[config.mk]
export PLATFORM = sky130hd
export DESIGN_NAME = instr_encoder
export DESIGN_NICKNAME = d
export VERILOG_FILES = /design/src/rtl/instr_encoder.sv
export SDC_FILE = /design/constraint.sdc
export NUM_CORES = 1
export LEC_CHECK = 0
export CAP_MARGIN = 5
export CORE_MARGIN = 3
export CORE_UTILIZATION = 47
export CTS_BUF_LIST = sky130_fd_sc_hd__clkbuf_16
export DETAILED_ROUTE_END_ITERATION = 8
export GPL_TIMING_DRIVEN = 1
export PLACE_DENSITY = 0.76
export SLEW_MARGIN = 15
export SYNTH_ARGS = -nofsm -noshare
export SYNTH_HDL_FRONTEND = slang
export SYNTH_SLANG_ARGS = --single-unit
[constraint.sdc]
create_clock -name clk -period 1.9 [get_ports clk]
set_input_delay 0.57 -clock clk [delete_from_list [all_inputs] [get_ports clk]]
set_output_delay 0.57 -clock clk [all_outputs]
set_load 0.02 [all_outputs]
[src/rtl/instr_encoder.sv]
// Field-level RISC-V instruction assembler (R/ld/sd/beq) feeding a small FIFO
// that writes encoded words into instruction memory at an auto-incrementing address.
module instr_encoder #(
  parameter int unsigned DEPTH  = 4,
  parameter int unsigned ADDR_W = 8,
  localparam int unsigned LVL_W = $clog2(DEPTH + 1)
) (
  input  logic              clk,
  input  logic              rst_n,
  input  logic              in_valid,
  output logic              in_ready,
  input  logic [1:0]        in_kind,
  input  logic [4:0]        rd,
  input  logic [4:0]        rs1,
  input  logic [4:0]        rs2,
  input  logic [2:0]        funct3,
  input  logic [6:0]        funct7,
  input  logic [12:0]       imm,
  input  logic [ADDR_W-1:0] base_addr,
  input  logic              load_base,
  output logic              mem_we,
  input  logic              mem_ready,
  output logic [ADDR_W-1:0] mem_addr,
  output logic [31:0]       mem_wdata,
  output logic [LVL_W-1:0]  level
);

  localparam int unsigned PTR_W = $clog2(DEPTH);

  typedef enum logic [1:0] {
    KIND_R   = 2'd0,
    KIND_LD  = 2'd1,
    KIND_SD  = 2'd2,
    KIND_BEQ = 2'd3
  } kind_e;

  kind_e             kind;
  logic [31:0]       enc;
  logic              push;
  logic              pop;
  logic              empty;
  logic [31:0]       fifo_q [DEPTH];
  logic [PTR_W-1:0]  wr_ptr_q, wr_ptr_d;
  logic [PTR_W-1:0]  rd_ptr_q, rd_ptr_d;
  logic [LVL_W-1:0]  level_q, level_d;
  logic [ADDR_W-1:0] addr_q, addr_d;
  logic              unused_imm0;

  // beq immediates are halfword offsets, so bit 0 carries no information.
  assign unused_imm0 = imm[0];
  assign kind        = kind_e'(in_kind);

  always_comb begin
    enc = '0;
    unique case (kind)
      KIND_R:   enc = {funct7, rs2, rs1, funct3, rd, 7'b0110011};
      KIND_LD:  enc = {imm[11:0], rs1, funct3, rd, 7'b0000011};
      KIND_SD:  enc = {imm[11:5], rs2, rs1, funct3, imm[4:0], 7'b0100011};
      KIND_BEQ: enc = {imm[12], imm[10:5], rs2, rs1, funct3, imm[4:1], imm[11], 7'b1100011};
    endcase
  end

  assign empty     = (level_q == '0);
  assign in_ready  = rst_n && (level_q < LVL_W'(DEPTH));
  assign mem_we    = !empty;
  assign mem_wdata = empty ? '0 : fifo_q[rd_ptr_q];
  assign mem_addr  = addr_q;
  assign level     = level_q;

  assign push = in_valid && in_ready;
  assign pop  = mem_we && mem_ready;

  always_comb begin
    wr_ptr_d = push ? PTR_W'(wr_ptr_q + 1'b1) : wr_ptr_q;
    rd_ptr_d = pop  ? PTR_W'(rd_ptr_q + 1'b1) : rd_ptr_q;
    level_d  = level_q;
    unique case ({push, pop})
      2'b10:   level_d = LVL_W'(level_q + 1'b1);
      2'b01:   level_d = LVL_W'(level_q - 1'b1);
      default: level_d = level_q;
    endcase
    // A base reload overrides the post-write increment.
    addr_d = addr_q;
    if (load_base)
      addr_d = base_addr;
    else if (pop)
      addr_d = ADDR_W'(addr_q + 1'b1);
  end

  always_ff @(posedge clk or negedge rst_n) begin
    if (!rst_n) begin
      wr_ptr_q <= '0;
      rd_ptr_q <= '0;
      level_q  <= '0;
      addr_q   <= '0;
    end else begin
      wr_ptr_q <= wr_ptr_d;
      rd_ptr_q <= rd_ptr_d;
      level_q  <= level_d;
      addr_q   <= addr_d;
    end
  end

  // Storage needs no reset: the read port is masked to zero while empty.
  always_ff @(posedge clk) begin
    if (push)
      fifo_q[wr_ptr_q] <= enc;
  end

endmodule

[Yosys cells after proc, flatten, opt, wreduce, memory -nomap -nowiden]
Memories as Yosys holds them, arrays and structs flattened.
Index checks and enable logic that the tools add are counted.
Storage, ports and cells
  bits in registers: 15
  RAM bits: 128
  bits of input ports: 53
  output and inout bits: 45
  word-level logic and storage cells: 31
  memories: 1
Memory list
  fifo_q: depth 4, width 32, rd ports 1, clocked after Yosys merged registers in 0, wr ports 1, line 42  | logic [31:0] fifo_q [DEPTH];
Cells by class
  add/subtract/negate cells: 5
  order comparisons: 1
  eq/ne operators: 5
  muxes and demuxes: 7
  reduce and logical (&&, ||, !) cells: 8
Operator list (number)
  $pmux 32 s4: 1
  $mux 32: 1
  $mux 8: 2
  $add 8x1->8 const B: 1
  $eq 2x2->1 const B: 3
  $pmux 3 s2: 1
  $add 2x1->2 const B: 2
  $eq 2x1->1 const B: 2
  $reduce_bool 2->1: 2
  $add 3x1->3 const B: 1
  $logic_and 1x1->1: 3
  $logic_not 3->1: 1
  $lt 3x3->1 const B: 1
  $sub 3x1->3 const B: 1
  $logic_not 2->1: 1
  $mux 1: 2
  $logic_not 1->1: 1

[Logic depth before layout (Yosys ltp)]
Gate-level depths: netlist of the first run.
  word-level depth: 5
  depth in mapped cells: 9
  mapped depth without buffers: 9

[Least setup slack after synthesis of the first run]
No wires, ideal clock.
  path kind: in2reg
  start point: in rst_n
  end point: mem fifo_q[0][10], enable pin
  library setup time: 388 ps
  arrival time: 1850 ps
  data required time: 1512 ps
  path slack: -337 ps
  stages on the path: 2
  buffers on the path: 0
  cell sequence: nor2b_1 and3_1
Between the ends
  longest elaborated chain between the ends: 4
Ends and longest elaborated chain
  start, declared: line 9  | input logic rst_n,
  $logic_and 1x1->1: line 64  | assign in_ready = rst_n && (level_q < LVL_W'(DEPTH));
  $logic_and 1x1->1: line 70  | assign push = in_valid && in_ready;
  $mux 1: line 106  | if (push)
  $mux 1 (implied by the code): line 107  | fifo_q[wr_ptr_q] <= enc;
  end, declared: line 42
Every way passes these cells.

[Worst setup path in the final report of the first run]
  start point: reg rd_ptr_q[0]
  end point: out mem_wdata[21]
Between the ends
  longest elaborated chain between the ends: 2
Ends and longest elaborated chain
  start, declared: line 44  | logic [PTR_W-1:0] rd_ptr_q, rd_ptr_d;
  start signal, assigned: line 98  | rd_ptr_q <= rd_ptr_d;
  $mem_v2 4x32
  $mux 32: line 66  | assign mem_wdata = empty ? '0 : fifo_q[rd_ptr_q];
  end, declared: line 24  | output logic [31:0] mem_wdata,
Every way passes these cells.

==> out/results.txt, run 1 <==
DIE AREA -> 12750 sq um
Sequential share of the synthesized area -> 69.57%
Critical path's slowest cell -> mux4_2
1st-iter DRT viols -> 181
First-pass GRT wire length -> 19.22 mm
Final Power -> 11.68 mW
Clock Skew -> 8.341 ps
Initial Util -> 48.93%
Later-pin clock latency in the skew report -> 400 ps
Post-synth cell types -> 42
Most numerous cell in the Yosys netlist -> edfxtp_1
Post-synthesis adder-cell area fraction -> 1.769%
Compound-gate portion of the synthesized area -> 2.515%
Residual DRC -> 0
Chip Height -> 112.9 microns
Share of cells above drive strength 1 -> 41.15%
Largest family of logic cells by synthesized area -> multiplexers
DP Worst Slack -> -531.4 ps
Clock sinks -> 127
Crit Path Class -> flip-flop to output pin
Synthesized flop and latch total -> 127
Row count -> 38
GRT overflow -> 0
Placed inst area -> 6882 sq um
Area of the core -> 10980 sq um
Post-synth top area cell -> edfxtp_1
Ant diodes -> 0
Clock Tree Root -> clkbuf_16
Synth warnings -> 0
DP HPWL -> 7.359 mm
Largest net degree at the start of global routing -> 21
R2R setup slack -> 80 ps
HP Class -> input pin to async pin
Hold Vio Cnt, Final -> 0
Area contributors post-synth -> edfxtp_1 (63%), mux4_2 (12%), dfrtp_1 (7.0%)
Clock buffer count from CTS -> 17
Peak VDD IR -> 0.0009577 V
Final Max Slew Viols -> 0
Final Non-Filler Cells -> 592
Final Cycle Share -> 128.4%
CP cell instances -> buf_8, mux4_2, nor2b_4, buf_6
Setup crit start -> rd_ptr_q[0]$_DFFE_PN0P_
Routed Antenna Nets -> 0
RR Startpoint -> level[1]$_DFFE_PN0P_
Max clock buf depth -> 2
Status -> complete, but fails checks
Post-Synth Simple-Gate Area -> 6.845%
Syn-to-layout area delta -> 44.21%
Die Width -> 112.9 microns
Vias in the first global route -> 3454
Total I/O pin count -> 98
Post-synth EDFFs -> 112
Mapped Cells -> 296
Top cell type's share of synthesized area -> 62.58%
WP data arrival -> 1870 ps
R2R Path End -> level[2]$_DFFE_PN0P_
Final GP Congestion -> 0.7827
CP bufs+invs -> 2
Top delay family on crit path -> multiplexers
Max Cap Viol -> 0
H-tree depth -> 4
Post-Syn Area -> 5374 sq um
Antenna violations before repair -> 0
PortBufs -> 95
Synth Area in XOR/XNOR -> 1.304%
LEAKAGE -> 2.910 nW
Pwr dens -> 1507 nW/um^2
Async SR Flop Fraction -> 11.81%
Critical Path Max Stage Delay -> 520 ps
First-pass detailed-route iteration total -> 4
PnR worst setup slack -> -538.9 ps
Total Wirelength -> 12.15 mm
Wirelength per Cell -> 20.53 microns
CTS tree -> built
Fin nets -> 499
DR vias -> 3180
Critical Path Sink Type -> output pin
Worst Path Required -> 1330 ps
Unrepaired setup endpoints after global routing -> true
Via density -> 5.372
Failing checks -> negative setup slack
GRT Total Usage -> 20.01%
Commonest cells post-synth -> edfxtp_1 (112), nor2b_1 (30), mux4_2 (28)
Ys flop type -> edfxtp_1
Final Cell Area -> 7750 sq um
R2r worst-path depth -> 9
Peak Freq -> 0.4100 GHz
Setup violations, final -> 31
CP max FO -> 5
Placed insts -> 551
Hold slack -> 301.6 ps
Startpoint types -> flip-flop
Mux contribution to synthesized area -> 15.65%
Clk pin slew, worst setup/hold paths -> 60 ps
Syn avg cell area -> 18.16 sq um
Period minus WS final -> 2439 ps
==> registers in the layout (all words and copies together), names as in the netlist <==
name,count
level,3
rd_ptr_q,2
wr_ptr_q,2
fifo_q,112
mem_addr,8
==> final cells by class <==
type,count,area [sq um]
Clock buffer,17,425.4
Clock inverter,15,155.1
Fill cell,684,3233
Inverter,10,42.54
Multi-Input combinational cell,144,1730
Sequential cell,127,3741
Tap cell,140,175.2
Timing Repair Buffer,139,1480
==> report_power, final <==
group	switching [mW]	leakage [nW]	total, mW	internal [mW]
clock network	1.12	0.289	3.15	2.03
logic	2.29	1.44	4.98	2.69
registers	0.191	1.18	3.55	3.36
total	3.60	2.91	11.7	8.08
==> per-layer routing <==
metal / vias to the layer above / wire length, microns / global-route usage [%]
met5: - / 0 / 0
met3: 4 / 710 / 5.241
met4: 0 / 64 / 5.689
met2: 107 / 6601 / 34.72
li1: 1436 / - / -
met1: 1633 / 4777 / 24.94
==> layout by cell type (no fill, tap or decap), types with 3 or more instances in the layout <==
cell type	synthesis	final
mux2i_1	3	3
mux2_1	3	3
edfxtp_1	112	112
inv_1	9	9
nor2b_1	30	6
clkdlybuf4s50_1	0	49
a31oi_1	3	3
and3_2	0	4
buf_6	0	30
buf_12	0	13
nor2b_4	0	24
mux2_2	13	13
xnor2_1	6	6
clkbuf_16	0	17
buf_2	8	5
inv_2	1	3
dfrtp_1	15	13
ha_1	6	5
nor2_1	5	5
dlygate4sd2_1	0	11
nand3_1	3	3
o21ai_0	4	4
nand2_1	7	7
buf_4	4	26
or4_1	4	4
clkinv_1	0	3
mux4_2	28	28
bufinv_16	0	3
==> stage by stage <==
| step | setup TNS (ps) | utilization (%) |
|---|---|---|
| detailed placement | -49300 | 62.66 |
| global route | -16430 | 70.56 |
| global placement | -47870 | 62.66 |
| CTS | -15800 | 69.85 |
| floorplan | -113.9 | - |
| finish | -14600 | 70.56 |
==> worst max path at each step <==
stage	to	slack, ps	cells after the start
final	mem_wdata[21]	-540	4
after global routing	mem_wdata[13]	-600	4
after CTS	mem_wdata[19]	-600	5
after detailed placement	mem_wdata[26]	-530	4
after global placement	in_ready	-550	3
after floorplan	mem_wdata[12]	-10	4
==> repair_timing <==
| item | in CTS | in global routing |
|---|---|---|
| setup endpoints to repair | 44 | 34 |
| setup buffers | 8 | 2 |
| hold buffers | 0 | 0 |
| gates cloned | 3 | 0 |
| pin swaps | 1 | 4 |
| endpoints found under the hold margin | 0 | 0 |
| gates resized for setup | 208 | 45 |
==> cell families after synthesis <==
kind of cell,after synthesis
adders and majority gates,7
buffers and inverters,26
DFF,127
muxes,47
AOI/OAI and AO/OA,17
xor gates and xnor gates,8
and+or+nand+nor,63
other,1
(Power assumes the default switching activity.)
==> run 2: changes to the inputs <==
PLACE_DENSITY = 0.83   (was 0.76)
SKIP_CTS_REPAIR_TIMING = 1   (was default)
SKIP_LAST_GASP = 1   (was default)
==> run 2 against run 1 <==
  * The run still ends with negative setup slack left
  * Power down 4.3%
  * Non-clock buffer count down 2
  * Combinational power down 12%
  * Die area unchanged
  * Critical endpoint is now mem_wdata[27]
==> out/results.txt, run 2 (synthesis results as in run 1) <==
Status -> complete, but fails checks (unchanged)
Failing checks -> negative setup slack (unchanged)
Startpoint types -> flip-flop (unchanged)
Max reg flops -> 112 (unchanged)
Peak VDD IR -> 0.0008568 V (was 0.0009577 V)
DIE AREA -> 12750 sq um (unchanged)
Critical Path Sink Type -> output pin (unchanged)
Top delay family on crit path -> flip-flops (was multiplexers)
R2r worst-path depth -> 7 (was 9)
Setup crit start -> rd_ptr_q[0]$_DFFE_PN0P_ (unchanged)
Worst Path Required -> 1330 ps (about the same)
Clk pin slew, worst setup/hold paths -> 60 ps (about the same)
Later-pin clock latency in the skew report -> 410 ps (was 400 ps)
CP bufs+invs -> 2 (unchanged)
PnR worst setup slack -> -621.6 ps (was -538.9 ps)
Routed Antenna Nets -> 0 (unchanged)
Clock Tree Root -> clkbuf_16 (unchanged)
Pwr dens -> 1471 nW/um^2 (was 1507 nW/um^2)
First-pass GRT wire length -> 17.93 mm (was 19.22 mm)
Clock buffer count from CTS -> 17 (unchanged)
Placed insts -> 554 (was 551)
Syn-to-layout area delta -> 41.37% (was 44.21%)
Area of the core -> 10980 sq um (unchanged)
Total Wirelength -> 11.85 mm (was 12.15 mm)
Chip Height -> 112.9 microns (unchanged)
CTS tree -> built (unchanged)
Total I/O pin count -> 98 (unchanged)
R2R setup slack -> 80 ps (about the same)
Max clock buf depth -> 2 (unchanged)
Most frequent cells in the layout -> edfxtp_1 (112), clkdlybuf4s50_1 (49), buf_4 (35) (was edfxtp_1 (112), clkdlybuf4s50_1 (49), buf_6 (30))
Clock sinks -> 127 (unchanged)
Row count -> 38 (unchanged)
Critical path's slowest cell -> dfrtp_2 (was mux4_2)
PortBufs -> 95 (unchanged)
Residual DRC -> 0 (unchanged)
First-pass detailed-route iteration total -> 5 (was 4)
Final Non-Filler Cells -> 590 (was 592)
Period minus WS final -> 2522 ps (was 2439 ps)
Wirelength per Cell -> 20.08 microns (was 20.53 microns)
Largest net degree at the start of global routing -> 20 (was 21)
Largest Register -> fifo_q (unchanged)
Die Width -> 112.9 microns (unchanged)
Hold slack -> 174.8 ps (was 301.6 ps)
Final GP Congestion -> 0.7929 (was 0.7827)
Antenna violations before repair -> 0 (unchanged)
DR vias -> 3153 (was 3180)
GRT overflow -> 0 (unchanged)
CP max FO -> 6 (was 5)
Setup violations, final -> 31 (unchanged)
Final Power -> 11.18 mW (was 11.68 mW)
Placed inst area -> 6892 sq um (was 6882 sq um)
Ant diodes -> 0 (unchanged)
CP cell instances -> clkbuf_16, mux4_2, nor2b_1, buf_4 (was buf_8, mux4_2, nor2b_4, buf_6)
DP Worst Slack -> -557.5 ps (was -531.4 ps)
Setup crit end -> mem_wdata[27] (was mem_wdata[21])
1st-iter DRT viols -> 166 (was 181)
Share of cells above drive strength 1 -> 38.44% (was 41.15%)
Crit Path Class -> flip-flop to output pin (unchanged)
Max Cap Viol -> 0 (unchanged)
HP Class -> input pin to async pin (unchanged)
DP HPWL -> 7.592 mm (was 7.359 mm)
Vias in the first global route -> 3383 (was 3454)
Peak Freq -> 0.3966 GHz (was 0.4100 GHz)
LEAKAGE -> 2.883 nW (was 2.910 nW)
WP data arrival -> 1950 ps (was 1870 ps)
Final Cell Area -> 7597 sq um (was 7750 sq um)
Final Max Slew Viols -> 0 (unchanged)
Clock Skew -> 5.764 ps (was 8.341 ps)
Unrepaired setup endpoints after global routing -> true (unchanged)
Commonest non-fill, non-tap cell in the layout -> edfxtp_1 (unchanged)
H-tree depth -> 4 (unchanged)
GRT Total Usage -> 19.08% (was 20.01%)
RR Startpoint -> level[1]$_DFFE_PN0P_ (unchanged)
Initial Util -> 48.93% (unchanged)
Hold Vio Cnt, Final -> 0 (unchanged)
Critical Path Max Stage Delay -> 530 ps (was 520 ps)
WP depth -> 4 (unchanged)
R2R Path End -> level[1]$_DFFE_PN0P_ (was level[2]$_DFFE_PN0P_)
Final Cycle Share -> 132.7% (was 128.4%)
Via density -> 5.344 (was 5.372)
Fin nets -> 497 (was 499)
-- run 2: changes by cell type in the layout (fill, tap and decap cells not counted), moves of 3 or more --
cell,change
inv_1,-3
clkinv_1,-3
clkbuf_2,+7
nor2b_1,+15
buf_4,+9
dlymetal6s2s_1,+14
buf_6,-18
nor2b_4,-16
dlygate4sd2_1,-11
inv_6,+4
-- run 2: worst min-delay path by stage --
stage,startpoint,to
2_1_floorplan,rst_n,level[0]$_DFFE_PN0P_
3_3_place_gp,wr_ptr_q[1]$_DFFE_PN0P_,wr_ptr_q[1]$_DFFE_PN0P_
3_5_place_dp,wr_ptr_q[1]$_DFFE_PN0P_,wr_ptr_q[1]$_DFFE_PN0P_
4_1_cts,rst_n,level[0]$_DFFE_PN0P_
5_1_grt,rst_n,level[0]$_DFFE_PN0P_
6_report,rst_n,mem_addr[0]$_DFFE_PN0P_
-- run 2: through the flow --
stage	util, %	TNS (ps)
after global placement	62.75	-44280
after floorplan	-	-113.9
after CTS	68.23	-29920
after global routing	69.17	-18920
final	69.17	-16690
after detailed placement	62.75	-48700
-- run 2: layout make-up --
cell class,count,area (sq um)
timing repair buffer,137,1426
clock buffer,17,425.4
multi-input combinational,144,1613
tap,140,175.2
fill,729,3386
inverter,10,40.04
clock inverter,15,176.4
sequential,127,3741
-- run 2: power breakdown --
group          switching [mW]  leakage (nW)  internal [mW]
registers               0.206          1.18           3.36
logic                    2.12          1.41           2.26
clock network            1.26         0.289           1.98
total                    3.58          2.88           7.60
-- run 2: routing by layer --
layer | vias up | routed length [microns] | GRT usage, %
met5 | - | 0 | 0
met4 | 0 | 174 | 6.971
met1 | 1571 | 4577 | 22.00
met2 | 129 | 6363 | 33.77
met3 | 8 | 735 | 5.668
li1 | 1445 | - | -
==> run 3: changes to the inputs <==
ABC_AREA = 1   (was default)
ABC_CLOCK_PERIOD_IN_PS = 1900   (was default)
CORE_MARGIN = 4   (was 3)
PLACE_DENSITY = 0.82   (was 0.83)
==> run 3 against run 2 <==
  * The flow still finishes with violations (negative setup slack)
  * Critical path depth rose by 3
  * Global-route usage rose by 2.3 points
  * Clock power fell by 8.4%
  * Area after synthesis rose by 2.9%
  * Fmax rose by 7.9%
  * Clock skew barely moved
  * Via count rose by 40%
  * Worst setup slack improved by 180 ps
  * Sequential share of layout area fell by 1.9 points
  * Critical path type unchanged
  * Critical endpoint is now mem_wdata[7]
==> out/results.txt, run 3 <==
Initial Util -> 48.21% (was 48.93%)
Placed insts -> 776 (was 554)
Final Cell Area -> 7904 sq um (was 7597 sq um)
PortBufs -> 95 (unchanged)
Period minus WS final -> 2337 ps (was 2522 ps)
Vias in the first global route -> 4447 (was 3383)
Commonest cells post-synth -> nor2_1 (132), edfxtp_1 (112), nand2_1 (77) (was edfxtp_1 (112), nor2b_1 (30), mux4_2 (28))
CTS tree -> built (unchanged)
Residual DRC -> 0 (unchanged)
R2r worst-path depth -> 9 (was 7)
Max Cap Viol -> 0 (unchanged)
Fin nets -> 720 (was 497)
LEAKAGE -> 3.163 nW (was 2.883 nW)
Ant diodes -> 0 (unchanged)
Max reg flops -> 112 (unchanged)
Final GP Congestion -> 0.8403 (was 0.7929)
Max clock buf depth -> 2 (unchanged)
Setup violations, final -> 28 (was 31)
Clock Tree Root -> clkbuf_16 (unchanged)
First-pass GRT wire length -> 21.61 mm (was 17.93 mm)
Largest net degree at the start of global routing -> 35 (was 20)
Post-Syn Area -> 5528 sq um (was 5374 sq um)
Pwr dens -> 1558 nW/um^2 (was 1471 nW/um^2)
DR vias -> 4405 (was 3153)
# fillers -> 796 (was 729)
Worst Path Required -> 1330 ps (about the same)
Async SR Flop Fraction -> 11.81% (unchanged)
1st-iter DRT viols -> 325 (was 166)
Most numerous cell in the Yosys netlist -> nor2_1 (was edfxtp_1)
Commonest non-fill, non-tap cell in the layout -> nor2_1 (was edfxtp_1)
PnR worst setup slack -> -436.7 ps (was -621.6 ps)
Post-synth EDFFs -> 112 (unchanged)
CP cell instances -> buf_6, clkbuf_16, nor2_1, nor2_1, o21ai_1, a21oi_1, buf_4 (was clkbuf_16, mux4_2, nor2b_1, buf_4)
Syn avg cell area -> 10.69 sq um (was 18.16 sq um)
Clock Skew -> 5.929 ps (was 5.764 ps)
Via density -> 5.398 (was 5.344)
Peak Freq -> 0.4279 GHz (was 0.3966 GHz)
Startpoint types -> flip-flop (unchanged)
Global Route met2 Usage -> 36.42% (was 33.77%)
Share of cells above drive strength 1 -> 25.85% (was 38.44%)
Most frequent cells in the layout -> nor2_1 (114), edfxtp_1 (112), nand2_1 (75) (was edfxtp_1 (112), clkdlybuf4s50_1 (49), buf_4 (35))
Critical Path Max Stage Delay -> 410 ps (was 530 ps)
Final Cycle Share -> 123.0% (was 132.7%)
Hold Vio Cnt, Final -> 0 (unchanged)
Failing checks -> negative setup slack (unchanged)
Post-synth top area cell -> edfxtp_1 (unchanged)
Util after Layout -> 68.93% (was 69.17%)
HP Class -> input pin to async pin (unchanged)
Post-synth cell types -> 29 (was 42)
Global routing met3 resource utilization -> 6.632% (was 5.668%)
Critical Path Sink Type -> output pin (unchanged)
Final Max Slew Viols -> 0 (unchanged)
Status -> complete, but fails checks (unchanged)
Crit Path Class -> flip-flop to output pin (unchanged)
Critical path's slowest cell -> dfrtp_2 (unchanged)
DP Worst Slack -> -489.4 ps (was -557.5 ps)
First-pass detailed-route iteration total -> 5 (unchanged)
GRT Total Usage -> 21.38% (was 19.08%)
Area of the core -> 11470 sq um (was 10980 sq um)
Hold slack -> 171.4 ps (was 174.8 ps)
Ys flop type -> edfxtp_1 (unchanged)
DIE AREA -> 13560 sq um (was 12750 sq um)
Top cell type's share of synthesized area -> 60.84% (was 62.58%)
Peak VDD IR -> 0.001257 V (was 0.0008568 V)
Chip Height -> 116.5 microns (was 112.9 microns)
Total Wirelength -> 14.97 mm (was 11.85 mm)
CP max FO -> 5 (was 6)
Row count -> 39 (was 38)
Final Non-Filler Cells -> 816 (was 590)
Die Width -> 116.5 microns (was 112.9 microns)
GRT overflow -> 0 (unchanged)
CP most frequent cell -> nor2_1
Antenna violations before repair -> 0 (unchanged)
Sequential share of the synthesized area -> 67.63% (was 69.57%)
WP data arrival -> 1770 ps (was 1950 ps)
Routed Antenna Nets -> 0 (unchanged)
Unrepaired setup endpoints after global routing -> true (unchanged)
Syn-to-layout area delta -> 42.98% (was 41.37%)
Total I/O pin count -> 98 (unchanged)
GR Util met1 -> 25.30% (was 22.00%)
Later-pin clock latency in the skew report -> 410 ps (about the same)
Area contributors post-synth -> edfxtp_1 (61%), nor2_1 (9.0%), dfrtp_1 (6.8%) (was edfxtp_1 (63%), mux4_2 (12%), dfrtp_1 (7.0%))
Final Power -> 12.31 mW (was 11.18 mW)
Clock sinks -> 127 (unchanged)
DP HPWL -> 9.130 mm (was 7.592 mm)
Synth warnings -> 0 (unchanged)
H-tree depth -> 4 (unchanged)
Top Usage Layer GRT -> met2 (unchanged)
Clk pin slew, worst setup/hold paths -> 60 ps (about the same)
Wirelength per Cell -> 18.35 microns (was 20.08 microns)
Setup TNS -> -9570 ps (was -16690 ps)
Largest Register -> fifo_q (unchanged)
Synthesized flop and latch total -> 127 (unchanged)
Clock buffer count from CTS -> 17 (unchanged)
Placed inst area -> 7151 sq um (was 6892 sq um)
Mapped Cells -> 517 (was 296)
==> run 3: cell types whose count changed after synthesis, sizes merged, moves of 28 or more <==
cell,delta
nor2,+127
nand2,+71
o21ai,+57
nor2b,-30
a21oi,+29
mux4,-28
==> run 3: cell families after synthesis <==
| logic type | synth area share [%] |
|---|---|
| AO/OA/AOI/OAI | 8.714 |
| other | 0.06784 |
| AND/OR/NAND/NOR | 16.23 |
| buffers and inverters | 4.346 |
| XOR/XNOR | 0.4754 |
| flip-flops | 67.63 |
| multiplexers | 0.8148 |
| adder cells (fa/ha/maj) | 1.720 |
==> run 3: final timing paths <==
kind	start	to	slack (ps)
max in group asynchronous	rst_n	rd_ptr_q[0]$_DFFE_PN0P_	1520
min in group clk	mem_addr[7]$_DFFE_PN0P_	mem_addr[7]$_DFFE_PN0P_	570
setup / recovery	rd_ptr_q[0]$_DFFE_PN0P_	mem_wdata[7]	-440
hold reg to reg	mem_addr[7]$_DFFE_PN0P_	mem_addr[7]$_DFFE_PN0P_	570
setup reg to reg	level[1]$_DFFE_PN0P_	level[2]$_DFFE_PN0P_	100
hold / removal	rst_n	level[0]$_DFFE_PN0P_	170
==> run 3: worst max-delay path, delay by kind of cell (launching register included) <==
| family | cells | cell delay (ps) |
|---|---|---|
| buffers and inverters | 3 | 450 |
| AND/OR/NAND/NOR | 2 | 190 |
| AO/OA/AOI/OAI | 2 | 300 |
| flip-flops | 1 | 410 |
==> run 3: power breakdown <==
| group | switching, mW | internal [mW] |
|---|---|---|
| sequential | 0.174 | 3.35 |
| combinational | 3.32 | 2.51 |
| clock | 1.17 | 1.78 |
==> run 3: final cells by class <==
cell class	count	area (sq um)	share of cell area (%)
Sequential cell	127	3741	47.33
Multi-Input combinational cell	341	1767	22.35
Timing Repair Buffer	149	1577	19.95
Clock buffer	17	425.4	5.382
Tap cell	143	178.9	2.264
Clock inverter	15	122.6	1.551
Inverter	24	92.59	1.171
==> run 3: per-layer routing <==
layer / share of wire (%) / up-vias / wire length (microns)
met3: 8.1 / 27 / 1219
li1: - / 2047 / -
met2: 51 / 195 / 7647
met4: 1.8 / 0 / 266
met1: 39 / 2136 / 5840
met5: 0 / - / 0
